[src/rtl/csa_pkg.sv]
// Shared widths and collector state encoding for the carry-save adder front-end.
package csa_pkg;
  localparam int CSA_WIDTH     = 16;
  localparam int CSA_SUM_WIDTH = CSA_WIDTH + 2;

  typedef enum logic [1:0] {
    COLLECT0 = 2'd0,
    COLLECT1 = 2'd1,
    COLLECT2 = 2'd2
  } cnt_t;
endpackage

[src/rtl/carry_save_adder.sv]
// 3-operand adder: one 3:2 compression layer followed by a 17-bit ripple carry stage.
module carry_save_adder
  import csa_pkg::*;
(
  input  logic [CSA_WIDTH-1:0] a,
  input  logic [CSA_WIDTH-1:0] b,
  input  logic [CSA_WIDTH-1:0] c,
  output logic [CSA_WIDTH:0]   sum_final,
  output logic                 c_out_16
);
  logic [CSA_WIDTH-1:0] s_vec;
  logic [CSA_WIDTH-1:0] k_vec;
  logic [CSA_WIDTH:0]   x_vec;
  logic [CSA_WIDTH:0]   y_vec;
  logic [CSA_WIDTH+1:0] carry;

  assign s_vec = a ^ b ^ c;
  assign k_vec = (a & b) | (a & c) | (b & c);
  // Carry vector has weight 2, so it enters the ripple shifted up one place.
  assign x_vec = {1'b0, s_vec};
  assign y_vec = {k_vec, 1'b0};
  assign carry[0] = 1'b0;

  for (genvar gi = 0; gi <= CSA_WIDTH; gi++) begin : g_ripple
    assign sum_final[gi] = x_vec[gi] ^ y_vec[gi] ^ carry[gi];
    assign carry[gi+1]   = (x_vec[gi] & y_vec[gi]) | (x_vec[gi] & carry[gi]) |
                           (y_vec[gi] & carry[gi]);
  end

  assign c_out_16 = carry[CSA_WIDTH+1];
endmodule

[src/rtl/csa_operand_collector.sv]
// Packs a 16-bit operand stream into groups of up to three and emits each group's
// registered exact sum on a valid/ready output.
module csa_operand_collector
  import csa_pkg::*;
#(
  parameter int WIDTH = 16
) (
  input  logic                     clk,
  input  logic                     rst,
  input  logic                     in_valid,
  output logic                     in_ready,
  input  logic [WIDTH-1:0]         in_data,
  input  logic                     in_last,
  output logic                     out_valid,
  input  logic                     out_ready,
  output logic [CSA_SUM_WIDTH-1:0] out_sum,
  output logic [1:0]               out_count
);
  if (WIDTH != CSA_WIDTH) begin : g_width_check
    $error("csa_operand_collector: WIDTH must be %0d", CSA_WIDTH);
  end

  cnt_t                     cnt_reg, cnt_next;
  logic [CSA_WIDTH-1:0]     op_a_reg, op_b_reg, op_c_reg;
  logic [CSA_SUM_WIDTH-1:0] out_sum_reg;
  logic [1:0]               out_count_reg;
  logic                     out_valid_reg;

  logic                     accept;
  logic                     complete;
  logic [CSA_WIDTH-1:0]     add_a, add_b, add_c;
  logic [CSA_WIDTH:0]       add_sum;
  logic                     add_carry;

  assign in_ready = !(out_valid_reg && !out_ready);
  assign accept   = in_valid && in_ready;
  assign complete = accept && (cnt_reg == COLLECT2 || in_last);

  // The live beat feeds the adder directly so the result lands one edge after it.
  always_comb begin
    add_a = op_a_reg;
    add_b = op_b_reg;
    add_c = '0;
    case (cnt_reg)
      COLLECT0: begin
        add_a = in_data;
        add_b = '0;
      end
      COLLECT1: add_b = in_data;
      COLLECT2: add_c = in_data;
      default: ;
    endcase
  end

  carry_save_adder u_adder (
    .a         (add_a),
    .b         (add_b),
    .c         (add_c),
    .sum_final (add_sum),
    .c_out_16  (add_carry)
  );

  always_comb begin
    cnt_next = cnt_reg;
    if (complete) begin
      cnt_next = COLLECT0;
    end else if (accept) begin
      case (cnt_reg)
        COLLECT0: cnt_next = COLLECT1;
        COLLECT1: cnt_next = COLLECT2;
        default:  cnt_next = COLLECT0;
      endcase
    end
  end

  always_ff @(posedge clk) begin
    if (rst) cnt_reg <= COLLECT0;
    else     cnt_reg <= cnt_next;
  end

  always_ff @(posedge clk) begin
    if (rst || complete) begin
      op_a_reg <= '0;
      op_b_reg <= '0;
      op_c_reg <= '0;
    end else if (accept) begin
      case (cnt_reg)
        COLLECT0: op_a_reg <= in_data;
        COLLECT1: op_b_reg <= in_data;
        default:  op_c_reg <= in_data;
      endcase
    end
  end

  always_ff @(posedge clk) begin
    if (rst) begin
      out_sum_reg   <= '0;
      out_count_reg <= '0;
      out_valid_reg <= 1'b0;
    end else if (complete) begin
      out_sum_reg   <= {add_carry, add_sum};
      out_count_reg <= 2'(cnt_reg) + 2'd1;
      out_valid_reg <= 1'b1;
    end else if (out_ready) begin
      out_valid_reg <= 1'b0;
    end
  end

  assign out_sum   = out_sum_reg;
  assign out_count = out_count_reg;
  assign out_valid = out_valid_reg;
endmodule
[config.mk]
export PLATFORM = sky130hd
export DESIGN_NAME = csa_operand_collector
export DESIGN_NICKNAME = d
export VERILOG_FILES = /design/src/rtl/csa_pkg.sv /design/src/rtl/carry_save_adder.sv /design/src/rtl/csa_operand_collector.sv
export SDC_FILE = /design/constraint.sdc
export NUM_CORES = 1
export LEC_CHECK = 0
export CELL_PAD_IN_SITES_DETAIL_PLACEMENT = 2
export CELL_PAD_IN_SITES_GLOBAL_PLACEMENT = 2
export CORE_ASPECT_RATIO = 1.75
export CORE_MARGIN = 2
export CORE_UTILIZATION = 35
export CTS_CLUSTER_DIAMETER = 80
export DETAILED_ROUTE_END_ITERATION = 8
export PLACE_DENSITY_LB_ADDON = 0.1
export SYNTH_ARGS = -nofsm -noshare
export SYNTH_HDL_FRONTEND = slang
export SYNTH_SLANG_ARGS = --single-unit
[constraint.sdc]
create_clock -name clk -period 9.95 [get_ports clk]
set_input_delay 1.4925 -clock clk [delete_from_list [all_inputs] [get_ports clk]]
set_output_delay 1.4925 -clock clk [all_outputs]
set_load 0.02 [all_outputs]
==> impl_metrics.json <==
{
  "start_util": 0.358,
  "period_share": 0.888,
  "grt.overflow.total": 0,
  "top_usage_layer": "met2",
  "cp.arrival_ps": 9070,
  "dr.pass1.iters": 4,
  "tns_ps": 0,
  "crit_path_end_kind": "flop",
  "fp.dieArea_sq_mm": 0.0109,
  "grt_pass1_vias": 3339,
  "crit_type": "input pin to flop",
  "reg2reg_slack_ps": 1880,
  "nets": 460,
  "clk_latency_ps": 300,
  "final_cells": 529,
  "max-vdd-ir-drop_mv": 0.0983,
  "maxSlewHeadroom": 0.443,
  "core_sq_mm": 0.00979,
  "swShare": 0.298,
  "ctsLongestPathBuffers": 2,
  "r2r_cells": 23,
  "critPathLaunchType": "input pin",
  "met1_usage": 0.258,
  "port_buffers": 42,
  "use_met2": 0.374,
  "first_iter_violations": 76,
  "p_sw_w": 0.000178,
  "ctsRootBufferMaster": "clkbuf_16",
  "dpl.cell_count": 521,
  "status": "complete, no violations",
  "clock_sink_count": 55,
  "tritoncts": "yes",
  "cap_violations": 0,
  "area_growth_pct": 17.8,
  "slew_viol_final": 0,
  "hold_class": "flop to flop",
  "startpoint": "in_data[1]",
  "vias_per_cell": 5.66,
  "wl_um": 10600,
  "fp-row-count": 48,
  "routedWlPerCell_um": 20.0,
  "syn-num-nets": 444,
  "fmax_mhz": 113,
  "grt_max_degree": 57,
  "final_layout_size_suffix_gt1_frac": 0.101,
  "ioPinCount": 43,
  "rsz0062_at_grt": "no",
  "hold_ws_ps": 467,
  "worstReg2RegEnd": "out_sum[16]$_SDFFE_PP0P_",
  "die_x_um": 79.6,
  "p_clk_frac": 0.355,
  "cts_made_buffers": 5,
  "yosysUniqueCellTypes": 26,
  "worstPathRequired_ps": 10180,
  "grt_use_met3": 0.0239,
  "clk_pin_slew_ps": 70,
  "largest_reg_flops": 18,
  "worst_pin_slew_ps": 835,
  "antenna_cells": 0,
  "syn_inst": 387,
  "leakagePower_nw": 1.48,
  "synth_area_per_cell_sq_um": 9.06,
  "grt.total_usage": 0.208,
  "hpwl_um": 7090,
  "holdCritStartpoint": "out_sum[2]$_SDFFE_PP0P_",
  "timing.rr.start": "cnt_reg[0]$_SDFFE_PP0P_",
  "synthesis.area_sq_mm": 0.00350,
  "hold_depth": 2,
  "detail-route-antenna-nets": 0,
  "fp.dieH_um": 136,
  "grt_pass1_wl_um": 17400,
  "gp_congestion": 0.779,
  "path_max_fanout": 4,
  "place_area_sq_mm": 0.00395,
  "vias": 2994,
  "pwr-share-seq": 0.401,
  "cts_resized": 0,
  "cts_setup_buffers": 0,
  "fin_crit_ps": 8830,
  "hold_violations": 0,
  "remaining_drc_errors": 0,
  "seq_area_frac_synth": 0.314,
  "hold_end": "out_sum[2]$_SDFFE_PP0P_",
  "power.density_mw_per_mm2": 145,
  "p_int_w": 0.000419,
  "fin_skew_ps": 6.61,
  "cts_max_level": 2,
  "combPwrFrac": 0.244,
  "antenna_found_initial": 0,
  "holdBufCountCts": 0,
  "setup_viol_count_final": 0,
  "fin_area_sq_mm": 0.00413,
  "power_w": 0.000598,
  "yosysWarnings": 0,
  "ys_seq_elements": 55
}
[metal layers]
metal,wire length (um),part of all wire
met1,4670,0.44
met2,5520,0.52
met3,232,0.022
met4,132,0.013
met5,0,0
[through the flow]
| step | setup WS (ps) | util |
|---|---|---|
| floorplan | 1690 | - |
| CTS | 1130 | 0.422 |
| detailed placement | 795 | 0.404 |
| global route | 832 | 0.422 |
| global placement | 909 | 0.404 |
| finish | 1120 | 0.422 |
[power by group through the flow]
stage / registers [W] / logic [W] / clock network, W
after CTS: 0.000240 / 0.000148 / 0.000220
after floorplan: 0.000251 / 0.0000882 / 0
after global routing: 0.000241 / 0.000163 / 0.000226
after global placement: 0.000244 / 0.000144 / 0
after detailed placement: 0.000245 / 0.000147 / 0
final: 0.000240 / 0.000146 / 0.000212
[Yosys cell counts (all sizes together)]
cell type / n / area (sq um)
a21oi: 55 / 275
dfxtp: 55 / 1100
o21ai: 34 / 170
nor3: 32 / 220
fa: 30 / 601
clkbuf: 25 / 93.8
nand4: 20 / 125
o31ai: 20 / 150
nand3: 18 / 90.1
and2: 17 / 106
buf: 17 / 106
nand2: 17 / 63.8
mux2: 16 / 180
nand2b: 16 / 100
ha: 6 / 75.1
inv: 4 / 15.0
nor2: 2 / 7.51
a31o: 1 / 8.76
nor2b: 1 / 8.76
or2: 1 / 6.26
[area by class of cell]
class                   instances  area (sq um)
clock buffers                   6           139
clock inverters                 2          35.0
fillers                      1085          5660
inverters                       4          15.0
multi-input cells             286          2190
flip-flops and latches         55          1100
well taps                     125           156
repair buffers                 51           488
[placed cells by master (no fill, tap or decap), types with 12 or more instances in the layout]
cell type,count
a21oi_1,55
dfxtp_1,55
clkdlybuf4s50_1,42
o21ai_0,32
fa_1,30
nand4_1,20
o31ai_1,20
nor3_1,20
nand3_1,18
and2_1,17
nand2_1,17
nand2b_1,16
nor3_2,12
[worst max-delay path by stage]
stage	end	slack (ps)
CTS	out_sum[16]$_SDFFE_PP0P_	1130
detailed placement	out_sum[16]$_SDFFE_PP0P_	790
finish	out_sum[16]$_SDFFE_PP0P_	1120
global placement	out_sum[16]$_SDFFE_PP0P_	910
global route	out_sum[16]$_SDFFE_PP0P_	830
floorplan	out_sum[16]$_SDFFE_PP0P_	1690
[kinds of logic after synthesis]
group	after synthesis	share of synthesized area
AO/OA/AOI/OAI	110	0.172
adder cells (fa/ha/maj)	36	0.193
buffers and inverters	46	0.0614
flip-flops	55	0.314
multiplexers	16	0.0514
AND/OR/NAND/NOR	124	0.208
[critical path: stages]
cell and delay (ps):
clkdlybuf4s50_1 470, mux2_2 320, fa_1 480, ha_1 220, fa_1 390, fa_1 410, fa_1 390, fa_1 390
fa_1 420, fa_1 420, fa_1 410, fa_1 400, fa_1 390, fa_1 400, fa_1 390, fa_1 400
fa_1 390, fa_1 370, ha_1 280, nand4_1 70, a21oi_1 160
(Power assumes the default switching activity.)
==> edit 1: new RTL, same flow settings <==
Reset style: asynchronous (`rst`), changed in 2 clocked blocks.
--- a/src/rtl/csa_operand_collector.sv
+++ b/src/rtl/csa_operand_collector.sv
@@ -73,7 +73,7 @@
     end
   end
 
-  always_ff @(posedge clk) begin
+  always_ff @(posedge clk or posedge rst) begin
     if (rst) cnt_reg <= COLLECT0;
     else     cnt_reg <= cnt_next;
   end
@@ -92,7 +92,7 @@
     end
   end
 
-  always_ff @(posedge clk) begin
+  always_ff @(posedge clk or posedge rst) begin
     if (rst) begin
       out_sum_reg   <= '0;
       out_count_reg <= '0;
Function: differs if rst is asserted again (counterexample within 4 cycles, from zero or initial values and one cycle with rst high); with rst held inactive, the same outputs for 4 cycles.
==> edit 1 against the unedited design <==
  * Global-route usage up 0.47 points
  * Sequential cell count unchanged
  * Routed wire length about the same
  * Critical endpoint is now out_sum[16]
  * Synthesized cell count down 15%
  * Area after synthesis down 2.3%
  * Worst setup slack worse by 21 ps
  * Design area down 1.1%
  * Critical path depth down 1
  * Final cell count down 8.7%
Power is not compared: it rests on default switching activity, and its combinational part moved more than twofold at a synthesized area within 25%.
==> edit 1: results (changes against the unedited design) <==
metric,value,unit,change
clk_skew,8.27,ps,was 6.61 ps
n_diodes,0,,unchanged
Layout Cells excl Fill,483,,was 529
Placer Congestion,0.729,,was 0.779
post-synthesis average cell area,10.4,um2,was 9.06 um2
Mapped Nets,387,,was 444
global routing usage on met2,42.5,%,was 37.4%
CP max stage cell,fa_1,,unchanged
first-pass GRT wire length,16900,um,"was 17,400 um"
Met2 Wirelength,6270,um,was 5520 um
Worst R2R Setup Slack,1630,ps,was 1880 ps
DRT iter0 DRCs,110,,was 76
share of layout cells above drive strength 1,14.7,%,was 10.1%
yosys warns,0,,unchanged
Max Fclk,113,MHz,about the same
Post-DP HPWL,7260,um,was 7090 um
Clock group,0.203,mW,
sequential cell area fraction in the yosys report,35.5,%,was 31.4%
FILL cells,1009,,"was 1,085"
"top cells by count, synth","33 x a21oi_1, 33 x o21ai_0, 32 x dfxtp_1, 32 x nor3_1, 30 x fa_1",,"was 55 x a21oi_1, 55 x dfxtp_1, 32 x o21ai_0"
CP max FO,4,,unchanged
RR Startpoint,cnt_reg[0],,unchanged
GRT met3 Usage,2.14,%,was 2.39%
Routed WL per cell,21.9,um,was 20.0 um
Unique masters post-synth,27,,was 26
Peak VDD IR,0.0000899,V,
initial antenna violation count,0,,unchanged
"CP delay by family, top",adder cells,,unchanged
FF-to-FF End,out_sum[16],,unchanged
vias in the first global route,3049,,"was 3,339"
Worst Hold Path Cells,2,,unchanged
fin util,43.1,%,was 42.2%
worst stage delay on the critical path,500,ps,was 480 ps
Root Buffer,clkbuf_16,,unchanged
met3 routed wirelength,161,um,was 232 um
clock buffer count from CTS,5,,unchanged
GRT Total Usage,21.2,%,was 20.8%
DP Area,0.00392,mm2,was 0.00395 mm2
Worst Path Arrival,9030,ps,was 9070 ps
Met1 Wirelength,4020,um,was 4670 um
pre-CTS WS,811,ps,was 795 ps
Max clock buf depth,2,,unchanged
Fin Hold WS,485,ps,was 467 ps
largest net degree at the start of global routing,38,,was 57
largest cells by area after synthesis,"dfxtp_1 19%, fa_1 18%, dfrtp_1 17%, mux2_4 7.9%, mux2_2 5.9%",,"was dfxtp_1 31%, fa_1 17%, a21oi_1 7.9%, o21ai_0 4.6%, o31ai_1 4.3%"
via/cell ratio,5.39,,was 5.66
Switching Fraction,37.6,%,
port buffer count,42,,unchanged
Final #Nets,417,,was 460
combinational power share,51.5,%,
M1 GR Usage,23.4,%,was 25.8%
post-cts sizing count,0,,unchanged
outcome,completed,,unchanged
HP Start,op_b_reg[0],,was out_sum[2]
Hold Path Sink,op_b_reg[0],,was out_sum[2]
Reg2Reg Depth,22,,was 23
slew margin rel.,29.9,%,was 44.3%
fraction of registers with async set or reset after synthesis,41.8,%,was 0%
Post-synth EDFFs,0,,unchanged
postcts setup bufs,0,,unchanged
[edit 1: worst max path at each step]
| stage | endpoint | cells past startpoint |
|---|---|---|
| 2_1_floorplan | out_sum[16] | 19 |
| 3_3_place_gp | out_sum[16] | 20 |
| 3_5_place_dp | out_sum[16] | 20 |
| 4_1_cts | out_sum[16] | 20 |
| 5_1_grt | out_sum[16] | 20 |
| 6_report | out_sum[16] | 20 |
[edit 1: logic make-up (layout without fill, tap and decap cells)]
family | count (synthesis) | in the layout | synth area share [%]
AND/OR/NAND/NOR | 103 | 103 | 15.8
AO/OA/AOI/OAI | 69 | 69 | 10.4
flip-flops | 55 | 55 | 35.5
adder cells (fa/ha/maj) | 36 | 36 | 19.7
multiplexers | 36 | 36 | 13.8
buffers and inverters | 31 | 62 | 4.75
[edit 1: cell type report]
class,count,share of cell area [%]
Tap cell,122,3.74
Sequential cell,55,29.8
Multi-Input combinational cell,244,50.4
Timing Repair Buffer,49,11.6
Clock inverter,1,0.736
Clock buffer,7,3.25
Inverter,5,0.460
==> edit 2: new RTL, same flow settings <==
Without the edit above. Put one more register stage on the output `out_count`. The value now appears one clock later. The other outputs are not delayed to match.
--- a/src/rtl/csa_operand_collector.sv
+++ b/src/rtl/csa_operand_collector.sv
@@ -107,6 +107,8 @@
   end
 
   assign out_sum   = out_sum_reg;
-  assign out_count = out_count_reg;
+  always_ff @(posedge clk) begin
+    out_count <= out_count_reg;
+  end
   assign out_valid = out_valid_reg;
 endmodule
Function: changed (a bounded check fails within 4 cycles, from zero or initial values and one cycle with rst high).
==> edit 2 against the unedited design <==
  * Die area is 1.2% higher
  * Routed wire length rose by 0.27%
  * Design area up 3.0%
  * Sequential cell count grew 2
  * Register-to-register slack got worse by 350 ps
  * Total power up 13%
  * Worst setup slack got worse by 99 ps
  * Clock skew down 0.58 ps
  * Area after synthesis is 1.2% higher
==> edit 2: results (changes against the unedited design) <==
metric,value,unit,change
outcome,completed,,unchanged
Worst Path Arrival,9170,ps,was 9070 ps
htree depth,3,,was 2
clock transition at the registers of the reported paths,50,ps,was 70 ps
Placer Congestion,0.764,,was 0.779
pre-CTS WS,720,ps,was 795 ps
clock buffer count from CTS,9,,was 5
Final #Nets,465,,was 460
GRT Total Usage,21.0,%,was 20.8%
Unique masters post-synth,27,,was 26
Peak VDD IR,0.0000809,V,was 0.0000983 V
worst-skew pair later-pin latency,330,ps,was 300 ps
Mapped Nets,446,,was 444
FILL cells,1082,,"was 1,085"
"top cells by count, synth","57 x dfxtp_1, 55 x a21oi_1, 32 x o21ai_0",,"was 55 x a21oi_1, 55 x dfxtp_1, 32 x o21ai_0"
Post-DP HPWL,6770,um,was 7090 um
share of layout cells above drive strength 1,10.7,%,was 10.1%
Lkg Pwr,1.53,nW,was 1.48 nW
Layout Cells excl Fill,536,,was 529
Syn Inst Count,389,,was 387
Post-Route WL,10600,um,about the same
measured slew at the worst slew-check pin,864,ps,was 835 ps
DRT iter0 DRCs,135,,was 76
placed cell count,522,,was 521
mux contribution to synthesized area,5.08,%,was 5.14%
sw power,0.194,mW,was 0.178 mW
first-pass GRT wire length,17600,um,"was 17,400 um"
clk_skew,6.03,ps,was 6.61 ps
[edit 2: changes by cell type after synthesis]
| cell | unedited run | this run |
|---|---|---|
| or2_4 | 0 | 1 |
| dfxtp_1 | 55 | 57 |
| clkbuf_1 | 25 | 23 |
| or2_1 | 1 | 0 |
| buf_1 | 0 | 2 |
[edit 2: final timing paths]
kind                          from            to  slack, ps  cells after the start
setup reg to reg        cnt_reg[0]   out_sum[16]       1530                     24
hold reg to reg   out_count_reg[0]  out_count[0]        350                      0
setup / recovery        in_data[1]   out_sum[16]       1020                     21
hold / removal    out_count_reg[0]  out_count[0]        350                      0
[edit 2: power groups by stage]
stage          Clock [mW]  Sequential [mW]  Combinational [mW]
2_1_floorplan           0            0.259              0.0884
3_3_place_gp            0            0.252               0.143
3_5_place_dp            0            0.253               0.147
4_1_cts             0.286            0.249               0.150
5_1_grt             0.298            0.250               0.164
6_report            0.282            0.249               0.147
[edit 2: through the flow]
| stage | instance area (um2) | power (mW) | hold WS [ps] |
|---|---|---|---|
| 6_report | 4250 | 0.677 | 351 |
| 5_1_grt | 4250 | 0.712 | 360 |
| 4_1_cts | 4250 | 0.685 | 354 |
| 3_5_place_dp | 3990 | 0.401 | 344 |
| 3_3_place_gp | 3990 | 0.396 | 336 |
| 2_1_floorplan | 3550 | 0.348 | 331 |
[edit 2: routing by layer]
layer	global-route usage, %	vias up	wire length, um
met2	38.1	46	5660
met1	24.9	1569	4510
met5	0	-	0
li1	-	1411	-
met3	3.08	11	254
met4	7.06	0	164
[edit 2: final cells by class]
class                   count  area, um2  share of cell area [%]
inverters                   4       15.0                   0.353
multi-input cells         286       2200                    51.6
well taps                 125        156                    3.68
clock buffers              14        264                    6.21
flip-flops and latches     57       1140                    26.8
repair buffers             50        480                    11.3
[edit 2: worst max-delay path: cells and delay by family]
kind | cells | cell delay, ps
multiplexers | 1 | 330
buffers and inverters | 1 | 470
AO/OA/AOI/OAI | 1 | 150
adder cells (fa/ha/maj) | 17 | 6660
AND/OR/NAND/NOR | 1 | 70
[edit 2: kinds of logic (layout without fill, tap and decap cells)]
kind of cell,after synthesis,count (layout)
DFF,57,57
and+or+nand+nor,124,124
muxes,16,16
buffers and inverters,46,68
AOI/OAI and AO/OA,110,110
adders and majority gates,36,36
